[config.mk]
export PLATFORM = sky130hd
export DESIGN_NAME = posit_cmp_arbiter
export DESIGN_NICKNAME = d
export VERILOG_FILES = /design/src/rtl/posit_cmp_arbiter.sv
export SDC_FILE = /design/constraint.sdc
export NUM_CORES = 1
export LEC_CHECK = 0
export CAP_MARGIN = 15
export CORE_ASPECT_RATIO = 0.8
export CORE_MARGIN = 2
export CORE_UTILIZATION = 58
export DETAILED_ROUTE_END_ITERATION = 16
export DONT_BUFFER_PORTS = 1
export GPL_TIMING_DRIVEN = 0
export HOLD_SLACK_MARGIN = 0.05
export PLACE_DENSITY_LB_ADDON = 0.12
export RECOVER_POWER = 25
export SYNTH_ARGS = -nofsm -noshare
export SYNTH_HDL_FRONTEND = slang
export SYNTH_SLANG_ARGS = --single-unit
export TNS_END_PERCENT = 30
[constraint.sdc]
create_clock -name clk -period 3.4 [get_ports clk]
set_clock_uncertainty 0.2 [all_clocks]
set_input_delay 0.51 -clock clk [delete_from_list [all_inputs] [get_ports clk]]
set_output_delay 0.51 -clock clk [all_outputs]
set_load 0.02 [all_outputs]
[src/rtl/posit_cmp_arbiter.sv]
// posit_cmp_arbiter: two requesters share one posit magnitude comparator; result held in a one-entry response buffer.
// Round-robin arbitration when POSIT_CMP_ARB_RR_EN is defined, fixed priority to requester 0 otherwise.
module posit_comparator #(
  parameter int W_REG = 8,
  parameter int W_EXP = 2,
  parameter int W_MAN = 16,
  localparam int W_P = 1 + W_REG + W_EXP + W_MAN
) (
  input  logic [W_P-1:0] a,
  input  logic [W_P-1:0] b,
  output logic           a_big
);
  logic signed [W_REG-1:0] ra, rb;
  logic signed [W_EXP-1:0] ea, eb;
  logic [W_MAN-1:0] ma, mb;
  assign ra = a[W_P-2 -: W_REG];
  assign rb = b[W_P-2 -: W_REG];
  assign ea = a[W_MAN +: W_EXP];
  assign eb = b[W_MAN +: W_EXP];
  assign ma = a[W_MAN-1:0];
  assign mb = b[W_MAN-1:0];
  assign a_big = (ra != rb) ? (ra > rb) : (ea != eb) ? (ea > eb) : (ma > mb);
endmodule

module posit_cmp_arbiter #(
  parameter int W_REG = 8,
  parameter int W_EXP = 2,
  parameter int W_MAN = 16,
  localparam int W_P = 1 + W_REG + W_EXP + W_MAN
) (
  input  logic           clk,
  input  logic           rst,
  input  logic           req0_valid,
  output logic           req0_ready,
  input  logic [W_P-1:0] req0_a,
  input  logic [W_P-1:0] req0_b,
  input  logic           req1_valid,
  output logic           req1_ready,
  input  logic [W_P-1:0] req1_a,
  input  logic [W_P-1:0] req1_b,
  output logic           rsp_valid,
  input  logic           rsp_ready,
  output logic           rsp_id,
  output logic [W_P-1:0] rsp_big,
  output logic [W_P-1:0] rsp_small,
  output logic           rsp_a_big
);
  typedef enum logic {EMPTY, FULL} state_t;
  state_t state, state_next;
  logic prio, g1, can_accept, accept, a_big;
  logic [W_P-1:0] sel_a, sel_b;
`ifdef POSIT_CMP_ARB_RR_EN
  always_ff @(posedge clk)
    if (rst) prio <= 1'b0;
    else if (accept) prio <= ~g1;
`else
  assign prio = 1'b0;
`endif
  // rst gates ready so nothing is accepted while the buffer is being cleared
  assign g1 = req1_valid & (~req0_valid | prio);
  assign can_accept = ~rst & ((state == EMPTY) | rsp_ready);
  assign req0_ready = can_accept & req0_valid & ~g1;
  assign req1_ready = can_accept & g1;
  assign accept = req0_ready | req1_ready;
  assign sel_a = g1 ? req1_a : req0_a;
  assign sel_b = g1 ? req1_b : req0_b;
  posit_comparator #(.W_REG(W_REG), .W_EXP(W_EXP), .W_MAN(W_MAN)) comparator (
    .a(sel_a), .b(sel_b), .a_big(a_big)
  );
  always_comb state_next = accept ? FULL : rsp_ready ? EMPTY : state;
  always_ff @(posedge clk)
    if (rst) state <= EMPTY;
    else state <= state_next;
  always_ff @(posedge clk)
    if (rst) begin
      rsp_id <= 1'b0;
      rsp_big <= '0;
      rsp_small <= '0;
      rsp_a_big <= 1'b0;
    end else if (accept) begin
      rsp_id <= g1;
      rsp_big <= a_big ? sel_a : sel_b;
      rsp_small <= a_big ? sel_b : sel_a;
      rsp_a_big <= a_big;
    end
  assign rsp_valid = (state == FULL);
endmodule

==> reports/qor.csv, run 1 <==
stage;metric;value;unit
worst_setup_path;rr_worst_depth;7;
place;place.gp.congestion;0.877;
clocking;htree_levels;3;
synth;yosysSeqAreaShare;0.261;
timing;finalCritPeriodShare;1.00;
layout;syn_to_final_growth;24.6;%
synth;synthAdderAreaFrac;0.0790;
worst_setup_path;worstPathArrival;3440;ps
synth;yosys.area_share.simple;0.145;
clocking;root_buffer;clkbuf_8;
synth;synth_seq_cells;57;
grt;antenna_found_initial;0;
route;ant_nets;0;
synth;synth_cells;481;
layout;num_antenna_cells;0;
die;core_area;7360;µm²
timing;worst_pin_slew;1180;ps
power;clkPwrFrac;0.315;
synth;synth_area;4370;µm²
worst_setup_path;startpoint_type;input pin;
clocking;cts_tree;built;
synth;synth-compound-area-share;0.318;
place;io_buffers;0;
route;wl_per_cell;24.0;µm
synth;syn_nets;621;
power;p_sw_frac;0.371;
layout;final_cells;618;
synth;synth-xor-area-share;0;
worst_setup_path;timing.rr.end;rsp_big[23];
worst_setup_path;r2r_start;rsp_valid;
synth;synth.avg_cell_area;9.09;µm²
place;dpl.hpwl;9.85;mm
synth;synthFlopType;dfxtp_1;
timing;max-slew-margin-rel;0.213;
hold_path;hold_path_class;input pin to register;
timing;fmaxAchievable;0.294;GHz
hold_path;min_path_cells;3;
timing;hold_viol;0;
synth;synthMuxAreaShare;0.119;
die;io_pins;172;
grt;grt_usage;0.327;
die;chipHeight;81.6;µm
layout;final_cell_mix;57 x nor2_1, 57 x dfxtp_1, 39 x mux2i_1;
worst_setup_path;worstPathMaxFanout;10;
power;p_comb_frac;0.346;
power;p_per_area;479;nW/µm²
hold_path;hold_path.startpoint;rsp_ready;
power;p_switching;969;µW
status;violations;setup timing;
synth;async_flop_share;0;
layout;drive_gt1_frac;0.295;
power;p_seq_frac;0.340;
layout;utilization;0.740;
grt;overflow;0;
place;pre_cts_ws;-805;ps
timing;whs;174;ps
clocking;cts_inserted_buffers;9;
worst_setup_path;crit_type;input pin to register;
place;place_inst;571;
clocking;clock_sink_count;57;
route;drtIter0Drc;289;
timing;setup_viol;2;
layout;fillCellCount;551;
grt;grt_start_max_net_pins;12;
clocking;clock_latency;350;ps
route;vias;4138;
grt;grt_pass1_vias;4038;
clocking;path_clk_slew;80;ps
run;maxCapViolCount;0;
route;wirelength;14.8;mm
timing;finalCriticalPeriod;3410;ps
route;post-route-drc-count;0;
route;drt-vias-per-instance;6.70;
worst_setup_path;worstPathRequired;3440;ps
power;peakVddDrop;0.000293;V
die;initial_core_util;0.594;
synth;synth-edff-count;0;
hold_path;holdPathEnd;rsp_valid;
die;row_count;28;
clocking;hold_buffers;0;
power;total_leakage_power;0.00232;µW
synth;yosysWarnings;0;
grt;grt_pass1_wl;20.5;mm
synth;synth_top_family_by_area;compound AO/OA/AOI/OAI gates;
worst_setup_path;critPathCaptureType;register;
die;dieArea;8250;µm²
timing;layout_setup_ws;-6.48;ps
synth;ys_types;41;
timing;final.setup.tns;-12.2;ps
route;first_pass_iters;5;
power;internal_power;1640;µW
clocking;cts_buffer_depth;2;
die;die-width;101;µm
layout;num-nets-final;663;
status;status;finished with violations;
worst_setup_path;r2r_slack;460;ps
timing;slew_violations;0;
## kinds of logic (layout without fill, tap and decap cells)
group,Yosys count,in the layout
multiplexers,52,52
adder cells (fa/ha/maj),27,27
buffers and inverters,71,117
AO/OA/AOI/OAI,137,137
flip-flops,57,57
AND/OR/NAND/NOR,137,138
## flip-flops by register name, summed over array words and instances (netlist names)
signal,flops
rsp_big,27
rsp_small,27
rsp_a_big,1
rsp_id,1
rsp_valid,1
## area by class of cell
class	count	area, µm²	area share
well taps	90	113	0.0207
clock buffers	10	138	0.0253
multi-input cells	354	3150	0.578
clock inverters	6	115	0.0211
inverters	29	109	0.0200
plain buffers	41	367	0.0673
repair buffers	31	319	0.0586
flip-flops and latches	57	1140	0.209
## power by group through the flow
stage | Combinational (µW) | Sequential (µW) | Clock (µW)
after CTS | 730 | 885 | 826
after global routing | 957 | 893 | 855
final | 903 | 887 | 822
after global placement | 673 | 898 | 0
after floorplan | 535 | 880 | 0
after detailed placement | 690 | 900 | 0
## critical path, cell delays in order
cell	delay, ps
nor2b_4	120
buf_6	140
buf_12	140
mux2i_4	230
inv_1	80
ha_1	290
nand4_1	180
or4_4	590
o2111a_1	300
o31ai_4	90
buf_6	170
buf_8	140
a21oi_1	100
a2111oi_2	360
## timing repair
action | CTS | global route
gates resized for setup | 24 | 55
setup buffers | 5 | 22
pin swaps | 1 | 11
cloned | 0 | 5
endpoints found under the setup margin | 48 | 54
## synth_stat cells (all sizes together), types with 3 or more instances
| library cell | number | share of area |
|---|---|---|
| nor2 | 58 | 0.050 |
| dfxtp | 57 | 0.26 |
| mux2i | 52 | 0.12 |
| a21oi | 39 | 0.052 |
| nand2 | 35 | 0.032 |
| and2 | 29 | 0.042 |
| inv | 29 | 0.025 |
| o21bai | 29 | 0.050 |
| a2111oi | 26 | 0.10 |
| a221oi | 26 | 0.081 |
| ha | 26 | 0.074 |
| buf | 21 | 0.035 |
| clkbuf | 21 | 0.018 |
| nand4 | 5 | 0.0072 |
| a211oi | 4 | 0.0069 |
| nand3 | 3 | 0.0034 |
## how the worst max path moves through the flow
stage                   to  startpoint  slack (ps)
2_1_floorplan  rsp_big[23]  req0_valid           2
3_3_place_gp    rsp_big[4]  req0_valid        -680
3_5_place_dp    rsp_big[4]  req0_valid        -810
4_1_cts        rsp_big[13]  req1_valid           7
5_1_grt        rsp_big[10]  req1_valid        -110
6_report       rsp_big[12]  req1_valid          -6
## per-layer routing
metal  vias to the layer above  global-route usage  share of wire
li1                       1846                   -              -
met2                       280               0.546           0.47
met5                         -                   0              0
met1                      1961               0.405           0.40
met3                        51              0.0919           0.10
met4                         0               0.120          0.029
## through the flow
stage                     power [µW]  instance area [µm²]
final                           2610                 5450
after CTS                       2440                 4900
after floorplan                 1420                 4400
after global placement          1570                 4520
after global routing            2710                 5450
after detailed placement        1590                 4520
(Power assumes the default switching activity.)
==> run 2: changes to the inputs <==
Settings changed: ABC_AREA set to 1, CORE_UTILIZATION 58 to 59, GPL_TIMING_DRIVEN 0 to unset.
==> run 2 against run 1 <==
The run now ends clean. Global-route usage is 3.0 points lower. First-iteration DRC count is 6.2% lower. Worst hold slack worse by 51 ps. Fmax is 16% higher. Sequential share of layout area is 3.3 points higher. Setup slack better by 470 ps. Wire length is 18% lower. Area after synthesis is 1.3% higher. Combinational power is 23% lower. Non-clock buffer count is 56 lower. Critical endpoint is now rsp_big[9]. Highest routed layer is now met5.
==> reports/qor.csv, run 2 <==
stage;metric;value;unit;change
worst_setup_path;cp.depth;21;;+7
route;vias;4436;;+7.2%
route;wl_per_cell;14.9;µm;-38%
worst_setup_path;worstPathMaxFanout;47;;+37
clocking;ctsResizeCount;0;;-100%
synth;synth_top_area_cell;dfxtp_1;;
power;clkPwrFrac;0.321;;+0.006
clocking;htree_levels;3;;unchanged
layout;fillCellCount;682;;+24%
place;io_buffers;0;;unchanged
synth;synthFlopType;dfxtp_1;;
timing;setup_viol;0;;-2
worst_setup_path;worstPathRequired;3430;ps;about the same
layout;syn_to_final_growth;6.44;%;
worst_setup_path;critPathMaxStageDelay;330;ps;-260 ps
die;row_count;28;;unchanged
status;status;complete, no violations;;
die;core_area;7320;µm²;-0.48%
layout;num-nets-final;855;;+29%
place;place.gp.congestion;0.863;;-1.6%
layout;utilization;0.644;;-0.0969
timing;worst_pin_slew;607;ps;-573 ps
synth;synth.avg_cell_area;6.02;µm²;-34%
synth;yosysSeqAreaShare;0.258;;-0.00332
worst_setup_path;cp_num_buf_inv;7;;+2
synth;synth-edff-count;0;;unchanged
worst_setup_path;crit_type;input pin to register;;
worst_setup_path;critPathCaptureType;register;;
timing;rsz0062_at_grt;false;;
die;io_pins;172;;unchanged
worst_setup_path;startpoint_type;input pin;;
run;maxCapViolCount;0;;unchanged
power;internal_power;1440;µW;-13%
clocking;root_buffer;clkbuf_8;;
route;drtIter0Drc;271;;-6.2%
timing;finalCritPeriodShare;0.865;;-0.137
layout;reg_top3;rsp_big (27), rsp_small (27);;
die;initial_core_util;0.605;;+0.0105
clocking;clock_sink_count;57;;unchanged
worst_setup_path;crit_path_top_delay_cell;ha_1;;
timing;hold_viol;0;;unchanged
worst_setup_path;cpMostUsedCell;nand2_1;;
synth;synth_top_cell_area_share;0.258;;-0.00332
synth;synth_area;4430;µm²;+1.3%
route;drt-vias-per-instance;5.48;;-18%
grt;antenna_found_initial;1;;+1
grt;grt_start_max_net_pins;65;;+53
clocking;path_clk_slew;70;ps;about the same
grt;grt_usage;0.297;;-0.0297
timing;slew_violations;0;;unchanged
clocking;cts_buffer_depth;2;;unchanged
timing;final.setup.tns;0;ps;+12.2 ps
power;p_per_area;492;nW/µm²;+2.6%
worst_setup_path;crit_chain;inv_2 > nand2_4 > inv_2 > buf_12 > or2_1 > o21ai_0 > inv_1 > ha_1 > inv_1 > nor2_1 > o21ai_1 > nand3_1 > nand2_1 > nand2_1 > nand2_1 > nand2_4 > buf_4 > nand3_1 > nand3_1 > nand2_1 > inv_1;;
power;p_seq_frac;0.378;;+0.038
layout;final_cell_mix;161 x nand2_1, 123 x nor2_1, 84 x inv_1, 84 x nand3_1, 62 x o21ai_0;;
power;peakVddDrop;0.000323;V;+10%
timing;finalCriticalPeriod;2940;ps;-465 ps
route;first_pass_iters;5;;unchanged
power;p_sw_frac;0.381;;+0.00953
synth;synth_cells;735;;+53%
clocking;cts_tree;built;;
timing;max-slew-margin-rel;0.591;;+0.378
route;post-route-drc-count;0;;unchanged
die;die-width;101;µm;-0.20%
die;chipHeight;81.5;µm;-0.20%
synth;yosysWarnings;0;;unchanged
hold_path;hold_path_class;input pin to register;;
timing;fmaxAchievable;0.340;GHz;+16%
synth;ys_types;27;;-34%
layout;num_antenna_cells;0;;unchanged
place;dpl.hpwl;8.70;mm;-12%
worst_setup_path;rr_worst_depth;9;;+2
layout;drive_gt1_frac;0.0903;;-0.205
grt;overflow;0;;unchanged
synth;synth_seq_cells;57;;unchanged
synth;async_flop_share;0;;unchanged
clocking;cts_setup_buffers;0;;-5
grt;grt_pass1_wl;19.0;mm;-7.2%
worst_setup_path;critPathTopFamily;simple AND/OR/NAND/NOR gates;;
route;ant_nets;0;;unchanged
worst_setup_path;worstPathArrival;2970;ps;-470 ps
synth;syn_nets;875;;+41%
route;wirelength;12.1;mm;-18%
die;dieArea;8220;µm²;-0.40%
layout;layout_commonest_cell;nand2_1;;
grt;grt_pass1_vias;3809;;-5.7%
synth;synth_most_common_cell;nand2_1;;
synth;synthTopCellsByCount;161 x nand2_1, 123 x nor2_1, 85 x inv_1;;
hold_path;min_path_cells;3;;unchanged
synth;yosys-top-cells-area;dfxtp_1 26%, nand2_1 14%, nor2_1 10%;;
power;total_leakage_power;0.00251;µW;+8.2%
power;p_comb_frac;0.301;;-0.045
clocking;clock_latency;330;ps;-20 ps
power;p_switching;882;µW;-9.0%
clocking;cts_inserted_buffers;9;;unchanged
==> run 2: cell types whose count changed in the layout (fill, tap and decap cells not counted), sizes merged, moves of 11 or more <==
| cell | before | now |
|---|---|---|
| nand2 | 36 | 165 |
| nand3 | 3 | 84 |
| o21ai | 2 | 70 |
| nor2 | 58 | 123 |
| inv | 29 | 87 |
| mux2i | 52 | 0 |
| buf | 49 | 15 |
| or2 | 0 | 33 |
| and2 | 29 | 0 |
| o21bai | 29 | 1 |
| a2111oi | 26 | 0 |
| a221oi | 26 | 0 |
| clkbuf | 33 | 10 |
| a21oi | 39 | 28 |
==> run 2: repair_timing <==
action                                 in CTS  in global routing
setup endpoints to repair                   0                  0
hold buffers                                1                  0
endpoints found under the hold margin       2                  0
==> run 2: per-layer routing <==
layer,global-route usage,up-vias,share of wire
met5,0,-,0.00017
met4,0.0712,2,0.0072
met3,0.109,10,0.11
met2,0.431,212,0.42
met1,0.418,1943,0.45
li1,-,2269,-
==> run 2: power by group through the flow <==
stage | registers [µW] | logic (µW) | clock network, µW
2_1_floorplan | 870 | 558 | 0
3_3_place_gp | 890 | 668 | 0
3_5_place_dp | 891 | 685 | 0
4_1_cts | 876 | 690 | 749
5_1_grt | 885 | 800 | 789
6_report | 876 | 697 | 744
==> run 2: worst register-to-register path, delay by kind of cell (launching register included) <==
kind / cells / cell delay (ps)
and+or+nand+nor: 6 / 1120
DFF: 1 / 380
buffers and inverters: 3 / 600
==> run 2: final cells by class <==
class | instances | area (µm²) | share of cell area
multi-input cells | 544 | 2710 | 0.574
flip-flops and latches | 57 | 1140 | 0.242
inverters | 87 | 328 | 0.0696
repair buffers | 16 | 198 | 0.0420
clock buffers | 10 | 138 | 0.0292
well taps | 90 | 113 | 0.0239
clock inverters | 6 | 90.1 | 0.0191
==> run 2: metrics by stage <==
stage,power [µW],hold slack [ps],cells,setup WS [ps],area (µm²)
2_1_floorplan,1430,363,735,424,4430
3_3_place_gp,1560,370,793,185,4470
3_5_place_dp,1580,374,793,144,4470
4_1_cts,2310,107,810,491,4710
5_1_grt,2470,107,810,201,4710
6_report,2320,122,810,459,4710
==> run 2: worst paths after layout <==
check	startpoint	endpoint	slack, ps
max reg2reg	rsp_valid	rsp_big[18]	1000
max	req0_valid	rsp_big[9]	460
min	rst	rsp_small[26]	120
min reg2reg	rsp_valid	rsp_valid	390
==> run 2: cells by family (layout without fill, tap and decap cells) <==
group           Yosys count  after routing  synth area share
buf+inv                 134            119             0.131
compound gates          111            111             0.136
simple gates            406            406             0.397
fa+ha+maj                27             27            0.0780
flops                    57             57             0.258
==> run 3: changes to the inputs <==
Settings changed: MAX_ROUTING_LAYER set to met4.
==> run 3 against run 2 <==
Sequential power about the same. Global-route usage up 0.78 points. Sequential share of layout area about the same. Clock power about the same. Fmax up 0.30%. Sequential cell count unchanged. Combinational power about the same. Critical path depth unchanged. Via count down 0.38%. Register-to-register slack about the same. Power about the same. Non-clock buffer count unchanged.
==> reports/qor.csv, run 3 (synthesis gave the netlist of run 2 again) <==
stage;metric;value;unit;change
place;place_inst;793;;unchanged
timing;setup_viol;0;;unchanged
power;peakVddDrop;0.000324;V;+0.24%
worst_setup_path;critPathMaxStageDelay;330;ps;about the same
die;initial_core_util;0.605;;unchanged
route;vias;4419;;-0.38%
run;maxCapViolCount;0;;unchanged
layout;reg_top3;rsp_big (27), rsp_small (27);;
grt;antenna_found_initial;1;;unchanged
worst_setup_path;cp.depth;21;;unchanged
worst_setup_path;cp_num_buf_inv;7;;unchanged
timing;fmaxAchievable;0.341;GHz;+0.30%
timing;finalCritPeriodShare;0.863;;-0.00261
layout;drive_gt1_frac;0.0903;;unchanged
grt;grt_usage;0.305;;+0.00776
clocking;path_clk_slew;80;ps;about the same
hold_path;hold_path_class;input pin to register;;
worst_setup_path;crit_path_top_delay_cell;ha_1;;
die;io_pins;172;;unchanged
power;p_per_area;491;nW/µm²;-0.11%
layout;final_cell_mix;161 x nand2_1, 123 x nor2_1, 84 x inv_1, 84 x nand3_1, 62 x o21ai_0;;
clocking;htree_levels;3;;unchanged
layout;num-nets-final;855;;unchanged
route;ant_nets;0;;unchanged
clocking;root_buffer;clkbuf_8;;
worst_setup_path;startpoint_type;input pin;;
power;total_leakage_power;0.00251;µW;about the same
clocking;cts_setup_buffers;0;;unchanged
clocking;clock_latency;330;ps;about the same
timing;worst_pin_slew;658;ps;+50.9 ps
worst_setup_path;worstPathMaxFanout;47;;unchanged
worst_setup_path;worstPathRequired;3430;ps;about the same
grt;grt_pass1_wl;19.0;mm;about the same
clocking;clock_sink_count;57;;unchanged
die;chipHeight;81.5;µm;unchanged
route;post-route-drc-count;0;;unchanged
route;wl_per_cell;14.9;µm;-0.27%
clocking;cts_buffer_depth;2;;unchanged
layout;layout_commonest_cell;nand2_1;;
die;core_area;7320;µm²;unchanged
place;io_buffers;0;;unchanged
die;dieArea;8220;µm²;unchanged
clocking;ctsResizeCount;0;;unchanged
grt;grt_pass1_vias;3823;;+0.37%
timing;rsz0062_at_grt;false;;
timing;max-slew-margin-rel;0.557;;-0.0343
worst_setup_path;crit_chain;inv_2 > nand2_4 > inv_2 > buf_12 > or2_1 > o21ai_0 > inv_1 > ha_1 > inv_1 > nor2_1 > o21ai_1 > nand3_1 > nand2_1 > nand2_1 > nand2_1 > nand2_4 > buf_4 > nand3_1 > nand3_1 > nand2_1 > inv_1;;
status;status;complete, no violations;;
worst_setup_path;crit_type;input pin to register;;
route;drtIter0Drc;269;;-0.74%
hold_path;min_path_cells;3;;unchanged
worst_setup_path;critPathTopFamily;simple AND/OR/NAND/NOR gates;;
timing;hold_viol;0;;unchanged
route;first_pass_iters;5;;unchanged
route;drt-vias-per-instance;5.45;;-0.51%
route;wirelength;12.1;mm;-0.15%
die;row_count;28;;unchanged
clocking;hold_buffers;1;;unchanged
place;place.gp.congestion;0.877;;+1.6%
timing;slew_violations;0;;unchanged
layout;syn_to_final_growth;6.50;%;about the same
place;dpl.hpwl;8.70;mm;unchanged
worst_setup_path;critPathCaptureType;register;;
timing;final.setup.tns;0;ps;unchanged
grt;overflow;0;;unchanged
layout;utilization;0.644;;about the same
worst_setup_path;worstPathArrival;2960;ps;about the same
timing;finalCriticalPeriod;2930;ps;-8.89 ps
die;die-width;101;µm;unchanged
worst_setup_path;rr_worst_depth;9;;unchanged
clocking;cts_tree;built;;
worst_setup_path;cpMostUsedCell;nand2_1;;
grt;grt_start_max_net_pins;65;;unchanged
layout;final_cells;811;;+0.12%
clocking;cts_inserted_buffers;9;;unchanged
-- run 3: final timing paths --
path                                    end  slack, ps        from
worst max-delay path             rsp_big[9]        470  req0_valid
worst min-delay path             rsp_big[2]        120         rst
worst max register to register  rsp_big[20]       1000   rsp_valid
worst min register to register    rsp_valid        390   rsp_valid
-- run 3: per-stage QoR --
stage | power, µW | cell area (µm²) | setup slack, ps | hold WS, ps
2_1_floorplan | 1430 | 4430 | 424 | 363
3_3_place_gp | 1560 | 4470 | 185 | 370
3_5_place_dp | 1580 | 4470 | 144 | 374
4_1_cts | 2310 | 4710 | 491 | 107
5_1_grt | 2470 | 4710 | 201 | 111
6_report | 2320 | 4710 | 467 | 120
-- run 3: final cells by class --
| class | count | area [µm²] |
|---|---|---|
| diodes | 1 | 2.50 |
| clock buffers | 10 | 138 |
| clock inverters | 6 | 90.1 |
| fillers | 680 | 2610 |
| inverters | 87 | 328 |
| multi-input cells | 544 | 2710 |
| flip-flops and latches | 57 | 1140 |
| well taps | 90 | 113 |
| repair buffers | 16 | 198 |
-- run 3: report_power, final --
part / total (µW) / internal (µW) / switching [µW]
Clock: 743 / 435 / 307
Combinational: 696 / 262 / 435
Sequential: 876 / 738 / 138
-- run 3: worst register-to-register path, cell delays in order, from the launching register on --
cell and delay [ps]:
dfxtp_1 380, nand2_1 110, nand2_1 60, nor2_1 380, nor2_1 160, clkinv_2 80
buf_4 480, nand3_1 310, nand2_1 110, inv_1 40
-- run 3: metal layers --
| metal | global-route usage | routed length (µm) |
|---|---|---|
| met1 | 0.422 | 5540 |
| met2 | 0.429 | 5070 |
| met3 | 0.101 | 1390 |
| met4 | 0.0712 | 80 |
| met5 | - | 0 |
